<file path="config.mk">
export PLATFORM = sky130hd
export DESIGN_NAME = gf2_poly_mod_reduce_31
export DESIGN_NICKNAME = d
export VERILOG_FILES = /design/src/rtl/gf2_31_pkg.sv /design/src/rtl/gf2_poly_reduce_step.sv /design/src/rtl/gf2_poly_mod_reduce_31.sv
export SDC_FILE = /design/constraint.sdc
export NUM_CORES = 1
export LEC_CHECK = 0
export CORE_UTILIZATION = 55
export CTS_CLUSTER_DIAMETER = 60
export CTS_CLUSTER_SIZE = 14
export DETAILED_ROUTE_END_ITERATION = 10
export PLACE_DENSITY = 0.84
export SYNTH_ARGS = -nofsm -noshare
export SYNTH_HDL_FRONTEND = slang
export SYNTH_SLANG_ARGS = --single-unit
export TNS_END_PERCENT = 30
</file>
<file path="constraint.sdc">
create_clock -name clk -period 5.6 [get_ports clk]
set_input_delay 1.12 -clock clk [delete_from_list [all_inputs] [get_ports clk]]
set_output_delay 1.12 -clock clk [all_outputs]
set_load 0.02 [all_outputs]
</file>
<file path="src/rtl/gf2_31_pkg.sv">
// Shared constants and FSM state type for the degree-31 GF(2) PRNG datapath.
// The affine stage, the modular reducer and the PRNG top all import this package.
package gf2_31_pkg;

  localparam int GF2_31_DEG   = 31;
  localparam int GF2_31_AFF_W = 35;
  localparam logic [GF2_31_DEG:0] GF2_31_MOD_POLY = 32'h8000_0009;

  // The counter must also be able to hold IN_W itself for the range check.
  localparam int GF2_31_CNT_W = $clog2(GF2_31_AFF_W + 1);

  typedef enum logic [1:0] {
    IDLE,
    REDUCE,
    DONE
  } red_state_e;

endpackage

</file>
<file path="src/rtl/gf2_poly_reduce_step.sv">
// One step of GF(2) long division: clear bit cnt of rem by XORing in
// m(x) * x^(cnt-OUT_W) when that bit is set.
module gf2_poly_reduce_step #(
  parameter int             IN_W     = 35,
  parameter int             OUT_W    = 31,
  parameter int             CNT_W    = 6,
  parameter logic [OUT_W:0] MOD_POLY = 32'h8000_0009
) (
  input  logic [IN_W-1:0]  rem_i,
  input  logic [CNT_W-1:0] cnt_i,
  output logic [IN_W-1:0]  rem_o
);

  logic [IN_W-1:0]  poly_ext;
  logic [IN_W-1:0]  poly_shift;
  logic [CNT_W-1:0] shamt;
  logic             in_range;

  always_comb begin
    poly_ext            = '0;
    poly_ext[OUT_W:0]   = MOD_POLY;
    shamt               = cnt_i - CNT_W'(OUT_W);
    poly_shift          = poly_ext << shamt;
    // Outside OUT_W..IN_W-1 the shift would wrap, so the step is a pass-through.
    in_range            = (cnt_i >= CNT_W'(OUT_W)) && (cnt_i < CNT_W'(IN_W));
    rem_o               = rem_i;
    if (in_range && rem_i[cnt_i]) begin
      rem_o = rem_i ^ poly_shift;
    end
  end

endmodule

</file>
<file path="src/rtl/gf2_poly_mod_reduce_31.sv">
// Sequential reduction of the affine-stage output modulo m(x) = x^31 + x^3 + 1,
// one high-order bit per cycle, with valid/ready handshakes on both sides.
module gf2_poly_mod_reduce_31
  import gf2_31_pkg::*;
#(
  parameter int             IN_W     = GF2_31_AFF_W,
  parameter int             OUT_W    = GF2_31_DEG,
  parameter logic [OUT_W:0] MOD_POLY = GF2_31_MOD_POLY
) (
  input  logic             clk,
  input  logic             rst_n,
  input  logic             in_valid,
  output logic             in_ready,
  input  logic [IN_W-1:0]  in_poly,
  output logic             out_valid,
  input  logic             out_ready,
  output logic [OUT_W-1:0] out_poly
);

  localparam int CNT_W = $clog2(IN_W + 1);

  generate
    if (IN_W <= OUT_W || MOD_POLY[OUT_W] != 1'b1) begin : g_bad_params
      $error("gf2_poly_mod_reduce_31: need IN_W > OUT_W and MOD_POLY[OUT_W] set");
    end
  endgenerate

  red_state_e       state_q, state_d;
  logic [IN_W-1:0]  rem_q, rem_d;
  logic [CNT_W-1:0] cnt_q, cnt_d;
  logic [IN_W-1:0]  rem_step;

  gf2_poly_reduce_step #(
    .IN_W     (IN_W),
    .OUT_W    (OUT_W),
    .CNT_W    (CNT_W),
    .MOD_POLY (MOD_POLY)
  ) u_step (
    .rem_i (rem_q),
    .cnt_i (cnt_q),
    .rem_o (rem_step)
  );

  // NOTE: the working register is reset too, so an aborted operand never
  // leaks onto out_poly after a mid-operation reset.
  always_ff @(posedge clk) begin
    if (!rst_n) begin
      state_q <= IDLE;
      rem_q   <= '0;
      cnt_q   <= '0;
    end else begin
      // NOTE: non-blocking assignments so every flop samples pre-edge values.
      state_q <= state_d;
      rem_q   <= rem_d;
      cnt_q   <= cnt_d;
    end
  end

  always_comb begin
    // NOTE: hold values assigned first so no path through the case infers a latch.
    state_d = state_q;
    rem_d   = rem_q;
    cnt_d   = cnt_q;
    unique case (state_q)
      IDLE: begin
        if (in_valid) begin
          rem_d   = in_poly;
          cnt_d   = CNT_W'(IN_W - 1);
          state_d = REDUCE;
        end
      end
      REDUCE: begin
        rem_d = rem_step;
        cnt_d = cnt_q - 1'b1;
        if (cnt_q == CNT_W'(OUT_W)) begin
          state_d = DONE;
        end
      end
      DONE: begin
        if (out_ready) begin
          state_d = IDLE;
        end
      end
      default: state_d = IDLE;
    endcase
  end

  assign in_ready  = (state_q == IDLE);
  assign out_valid = (state_q == DONE);
  assign out_poly  = rem_q[OUT_W-1:0];

endmodule

</file>
==> flow_summary.yaml, run 1 <==
worst_setup_path:
  end_kind: "register"
  rr_worst_depth: 8
  cp.arrival_ns: 4.24
  reg2reg_slack_ns: 1.68
  timing.rr.start: "cnt_q[1]"
  setup.worst_path.class: "primary input to register"
  worstPathMaxFanout: 32
  crit_required_ns: 5.80
  r2r_end: "rem_q[5]"
  start_kind: "primary input"
yosys:
  synthCells: 476
  yosysTopAreaCellShare: 0.232
  synth_ff_type: "dfxtp_1"
  synth_compound_area_frac: 0.285
  yosys.cell_types.count: 69
  yosysWarningCount: 0
  async_flop_share: 0
  synth_edf_count: 0
  synth_top_family_by_area: "compound AO/OA/AOI/OAI gates"
  synth_area_per_cell_um2: 7.79
  ys_ff_latch: 43
  synth_area_leaders: "dfxtp_1, buf_4, nand2_1"
  netlist.top_cell.by_area: "dfxtp_1"
  synth_xor_area_frac: 0.0162
  syn_nets: 521
  synth_area_um2: 3710
  synth-simple-area-share: 0.225
  yosysSeqAreaShare: 0.232
  synthAdderAreaFrac: 0.0202
  muxShareOfSynthArea: 0.0857
detailed_routing:
  drtPass1Iterations: 9
  wl_um: 10500
  detail_route.wl_per_cell_um: 18.7
  vias: 3702
  drc_errors: 16
  viasPerCell: 6.55
  ant_nets: 0
  drt-initial-drc-count: 398
die:
  num_rows: 29
  dieArea_um2: 7070
  dieWidth_um: 84.1
  start_util: 0.577
  io_pins: 72
  die_height_um: 84.1
  core_area_um2: 6420
sta:
  worst_pin_slew_ns: 1.27
  rsz0062_at_grt: "false"
  hold_viol: 0
  slew_headroom: 0.152
  fin_skew_ns: 0.00714
  fin_crit_sh: 0.721
  post-route-min-period_ns: 4.04
  fmax_ghz: 0.248
  tns_ns: 0
  maxSlewViolCount: 0
  final-setup-viol-count: 0
grt:
  grt_pass1_vias: 3441
  antenna_found_initial: 0
  track_usage: 0.300
  grt-ovfl-total: 0
  grt_max_degree: 55
  grt_pass1_wl_um: 17100
power:
  power_density_nw_per_um2: 211
  irDropWorstVdd_uv: 107
  power.leakage_uw: 0.00145
place:
  gp_congestion: 0.915
  portBuffers: 71
  place_area_um2: 4090
  placed_cells: 557
  post-dp-hpwl_um: 7430
hold_path:
  worstHoldPathType: "register to register"
  worstHoldStart: "rem_q[12]"
  min_to: "rem_q[12]"
  min_path_cells: 2
clocking:
  cts_made_buffers: 5
  clk_pin_slew_worst_paths_ns: 0.09
  cts_tree: "built"
  clock_latency_ns: 0.31
  ctsRootBufferMaster: "clkbuf_8"
  clkSinkCount: 43
  post_cts_buffers: 0
  cts-resized-gates: 0
  cts_hold_buf: 0
  cts_max_level: 2
  cts_buffer_depth: 2
final_layout:
  final_area_um2: 4170
  diodes: 0
  nNetsFinal: 532
  drive_above_1_share: 0.0697
  finish.utilization: 0.650
  syn_to_final_growth_pct: 12.6
  fin_cells: 565
flow_run:
  maxCapViolCount: 0
status:
  status: "finished, violations left"
  violations: "DRC"
==> critical path: stages <==
cell	delay [ns]
clkdlybuf4s50_1	0.42
nand2_1	0.65
o21ai_0	0.37
o31ai_4	1.08
buf_4	0.34
nor2_1	0.10
o32ai_1	0.14
==> report_power, final <==
group / switching [uW] / internal (uW)
Combinational: 170 / 136
Sequential: 43.1 / 326
Clock: 117 / 87.9
Total: 330 / 550
==> metrics by stage <==
stage               setup slack, ns  hold slack [ns]  power [uW]
floorplan                      3.22            0.446         592
global route                   1.32            0.515         915
detailed placement             1.28            0.488         675
global placement               1.40            0.475         668
finish                         1.56            0.496         880
CTS                            1.55            0.497         868
==> layout make-up <==
class,instances,area [um^2]
fill,543,2250
clock inverter,1,5.00
tap,77,96.3
inverter,10,37.5
multi-input combinational,352,2360
timing repair buffer,75,741
clock buffer,7,76.3
sequential,43,861
==> placed cells by master (no fill, tap or decap), drive strengths merged, types with 6 or more instances in the layout <==
cell	Yosys	final
clkdlybuf4s50	0	71
nand2	56	56
dfxtp	43	43
nor2	34	34
o21ai	25	25
a21oi	20	20
nand3	16	16
mux2i	16	16
a22oi	15	15
o31ai	15	15
inv	10	10
mux2	10	10
and2	10	10
nor2b	9	9
o21a	8	8
nor3	7	7
nand2b	7	7
clkbuf	30	7
o22ai	6	6
nor4	6	6
ha	6	6
==> logic make-up (layout without fill, tap and decap cells) <==
logic type | count (synthesis) | in the layout
buffers and inverters | 81 | 93
and+or+nand+nor | 168 | 168
muxes | 28 | 28
DFF | 43 | 43
AOI/OAI and AO/OA | 144 | 144
xor gates and xnor gates | 6 | 6
adders and majority gates | 6 | 6
==> synthesized netlist by cell type (6+ instances only) <==
master     n
ha_1       6
nor2_1    34
o21ai_0   18
o22ai_1    6
nor2b_1    9
buf_4     31
a22oi_1   15
nor4_1     6
mux2i_1   16
nand2_1   56
mux2_2    10
and2_1    10
clkbuf_1  27
inv_1     10
o21ai_1    7
nand3_1   16
nand2b_1   7
dfxtp_1   43
a21oi_1   20
nor3_1     7
o21a_1     8
o31ai_1   14
==> metal layers <==
metal | vias up | GRT usage | part of all wire
met4 | 0 | 0.152 | 0.041
met2 | 205 | 0.478 | 0.46
met5 | - | 0 | 0
met3 | 41 | 0.0445 | 0.080
li1 | 1745 | - | -
met1 | 1711 | 0.396 | 0.42
==> state kept, by name (all words and copies together), names as in the netlist <==
| signal | count |
|---|---|
| cnt_q | 6 |
| rem_q | 35 |
| state_q | 2 |
==> how the worst max path moves through the flow <==
stage	from	to
final	in_valid	rem_q[5]
after detailed placement	in_valid	rem_q[5]
after global placement	in_valid	rem_q[5]
after floorplan	cnt_q[0]	rem_q[34]
after CTS	in_valid	rem_q[5]
after global routing	in_valid	rem_q[5]
(Power assumes the default switching activity.)
==> run 2, diff against run 1 <==
--- a/config.mk
+++ b/config.mk
@@ -5,11 +5,11 @@
 export SDC_FILE = /design/constraint.sdc
 export NUM_CORES = 1
 export LEC_CHECK = 0
-export CORE_UTILIZATION = 55
+export CORE_UTILIZATION = 53
 export CTS_CLUSTER_DIAMETER = 60
 export CTS_CLUSTER_SIZE = 14
 export DETAILED_ROUTE_END_ITERATION = 10
-export PLACE_DENSITY = 0.84
+export PLACE_DENSITY = 0.81
 export SYNTH_ARGS = -nofsm -noshare
 export SYNTH_HDL_FRONTEND = slang
 export SYNTH_SLANG_ARGS = --single-unit
==> constraint.sdc (replaced) <==
create_clock -name clk -period 3.9 [get_ports clk]
set_input_delay 0.78 -clock clk [delete_from_list [all_inputs] [get_ports clk]]
set_output_delay 0.78 -clock clk [all_outputs]
set_load 0.02 [all_outputs]
==> flow_summary.yaml, run 2 (synthesized netlist as in run 1, its figures left out) <==
status:
  status: "completed"
clocking:
  clk_pin_slew_worst_paths_ns: 0.09
  clkSinkCount: 43
  cts_hold_buf: 0
  cts-resized-gates: 0
  clock_latency_ns: 0.30
  cts_max_level: 2
  cts_buffer_depth: 2
  cts_tree: "built"
  post_cts_buffers: 0
  cts_made_buffers: 5
  ctsRootBufferMaster: "clkbuf_8"
place:
  gp_congestion: 0.977
  post-dp-hpwl_um: 8080
  portBuffers: 71
detailed_routing:
  ant_nets: 0
  drt-met1-wl_um: 4590
  top_layer_used: "met4"
  drt-initial-drc-count: 304
  vias: 3760
  met3_length_um: 808
  drc_errors: 0
  wl_um: 11100
  detail_route.wl_per_cell_um: 19.2
  viasPerCell: 6.52
  drtPass1Iterations: 5
  met2_length_um: 5220
final_layout:
  largest_reg_flops: 35
  nNetsFinal: 541
  top_regs: "rem_q x35, cnt_q x6, state_q x2"
  drive_above_1_share: 0.0885
  syn_to_final_growth_pct: 15.0
  finish.utilization: 0.631
  layout_commonest_cell: "clkdlybuf4s50_1"
  layout_common_cells: "clkdlybuf4s50_1, nand2_1, dfxtp_1"
  largest-register: "rem_q"
  diodes: 0
worst_setup_path:
  worstPathMaxFanout: 25
  crit_path_top_delay_cell: "o31ai_4"
  end_kind: "register"
  cp.arrival_ns: 3.68
  setup.worst_path.class: "register to register"
  cp_common_cell: "buf_4"
  crit_required_ns: 4.10
  critPathMaxStageDelay_ns: 0.87
  cp_cell_sequence: "buf_4 -> mux2_2 -> o22ai_1 -> a2111oi_4 -> o31ai_4 -> buf_4 -> a21oi_1 -> o221a_2"
  start_kind: "register"
sta:
  fin_crit_sh: 0.893
  fin_skew_ns: 0.0119
  fmax_ghz: 0.287
  rsz0062_at_grt: "false"
  hold_viol: 0
  post-route-min-period_ns: 3.48
  final-setup-viol-count: 0
  worst_pin_slew_ns: 1.04
  tns_ns: 0
  maxSlewViolCount: 0
  slew_headroom: 0.301
grt:
  grt_pass1_wl_um: 17600
  grt_pass1_vias: 3462
  track_usage: 0.304
  antenna_found_initial: 0
  grt-ovfl-total: 0
  grt_max_degree: 41
die:
  dieWidth_um: 85.6
  start_util: 0.549
  die_height_um: 85.6
  io_pins: 72
  core_area_um2: 6760
  dieArea_um2: 7330
  num_rows: 30
flow_run:
  maxCapViolCount: 0
power:
  power_density_nw_per_um2: 306
  power.internal_uw: 834
  clock_power_share: 0.243
  p_seq_frac: 0.401
  p_sw_uw: 470
  combinationalPowerShare: 0.356
  power.leakage_uw: 0.00151
  swShare: 0.360
  irDropWorstVdd_uv: 165
hold_path:
  worstHoldPathType: "register to register"
## run 2: layout make-up
| class | instances | area (um^2) |
|---|---|---|
| fillers | 593 | 2490 |
| multi-input cells | 352 | 2360 |
| flip-flops and latches | 43 | 861 |
| repair buffers | 84 | 808 |
| clock buffers | 8 | 100 |
| well taps | 80 | 100 |
| inverters | 10 | 37.5 |
## run 2: power by group through the flow
stage	clock network (uW)	logic (uW)	registers, uW
6_report	317	463	523
5_1_grt	332	497	527
4_1_cts	317	454	521
2_1_floorplan	0	349	501
3_5_place_dp	0	453	531
3_3_place_gp	0	443	530
## run 2: final timing paths
check / start / endpoint / slack [ns] / cells past startpoint
setup / recovery: cnt_q[0] / rem_q[0] / 0.42 / 8
setup reg to reg: cnt_q[0] / rem_q[0] / 0.42 / 8
hold reg to reg: rem_q[22] / rem_q[22] / 0.51 / 2
hold / removal: rem_q[22] / rem_q[22] / 0.51 / 2
## run 2: routing by layer
| metal | GRT usage | vias up |
|---|---|---|
| met4 | 0.139 | 0 |
| met3 | 0.0433 | 49 |
| met1 | 0.397 | 1743 |
| li1 | - | 1754 |
| met2 | 0.498 | 214 |
| met5 | 0 | - |
## run 2: critical path, delay by kind of cell, from the launching register on
family | cells | cell delay (ns)
AO/OA/AOI/OAI | 5 | 1.58
buffers and inverters | 2 | 0.66
flip-flops | 1 | 0.80
multiplexers | 1 | 0.34
## run 2: metrics by stage
step | cell area (um^2) | total power (uW) | instances | worst slack, ns | hold WS (ns)
final | 4260 | 1300 | 577 | 0.418 | 0.514
after global routing | 4260 | 1360 | 577 | 0.261 | 0.535
after CTS | 4260 | 1290 | 577 | 0.453 | 0.513
after detailed placement | 4160 | 984 | 569 | 0.461 | 0.500
after global placement | 4160 | 973 | 569 | 0.584 | 0.490
after floorplan | 3710 | 851 | 476 | 1.52 | 0.446
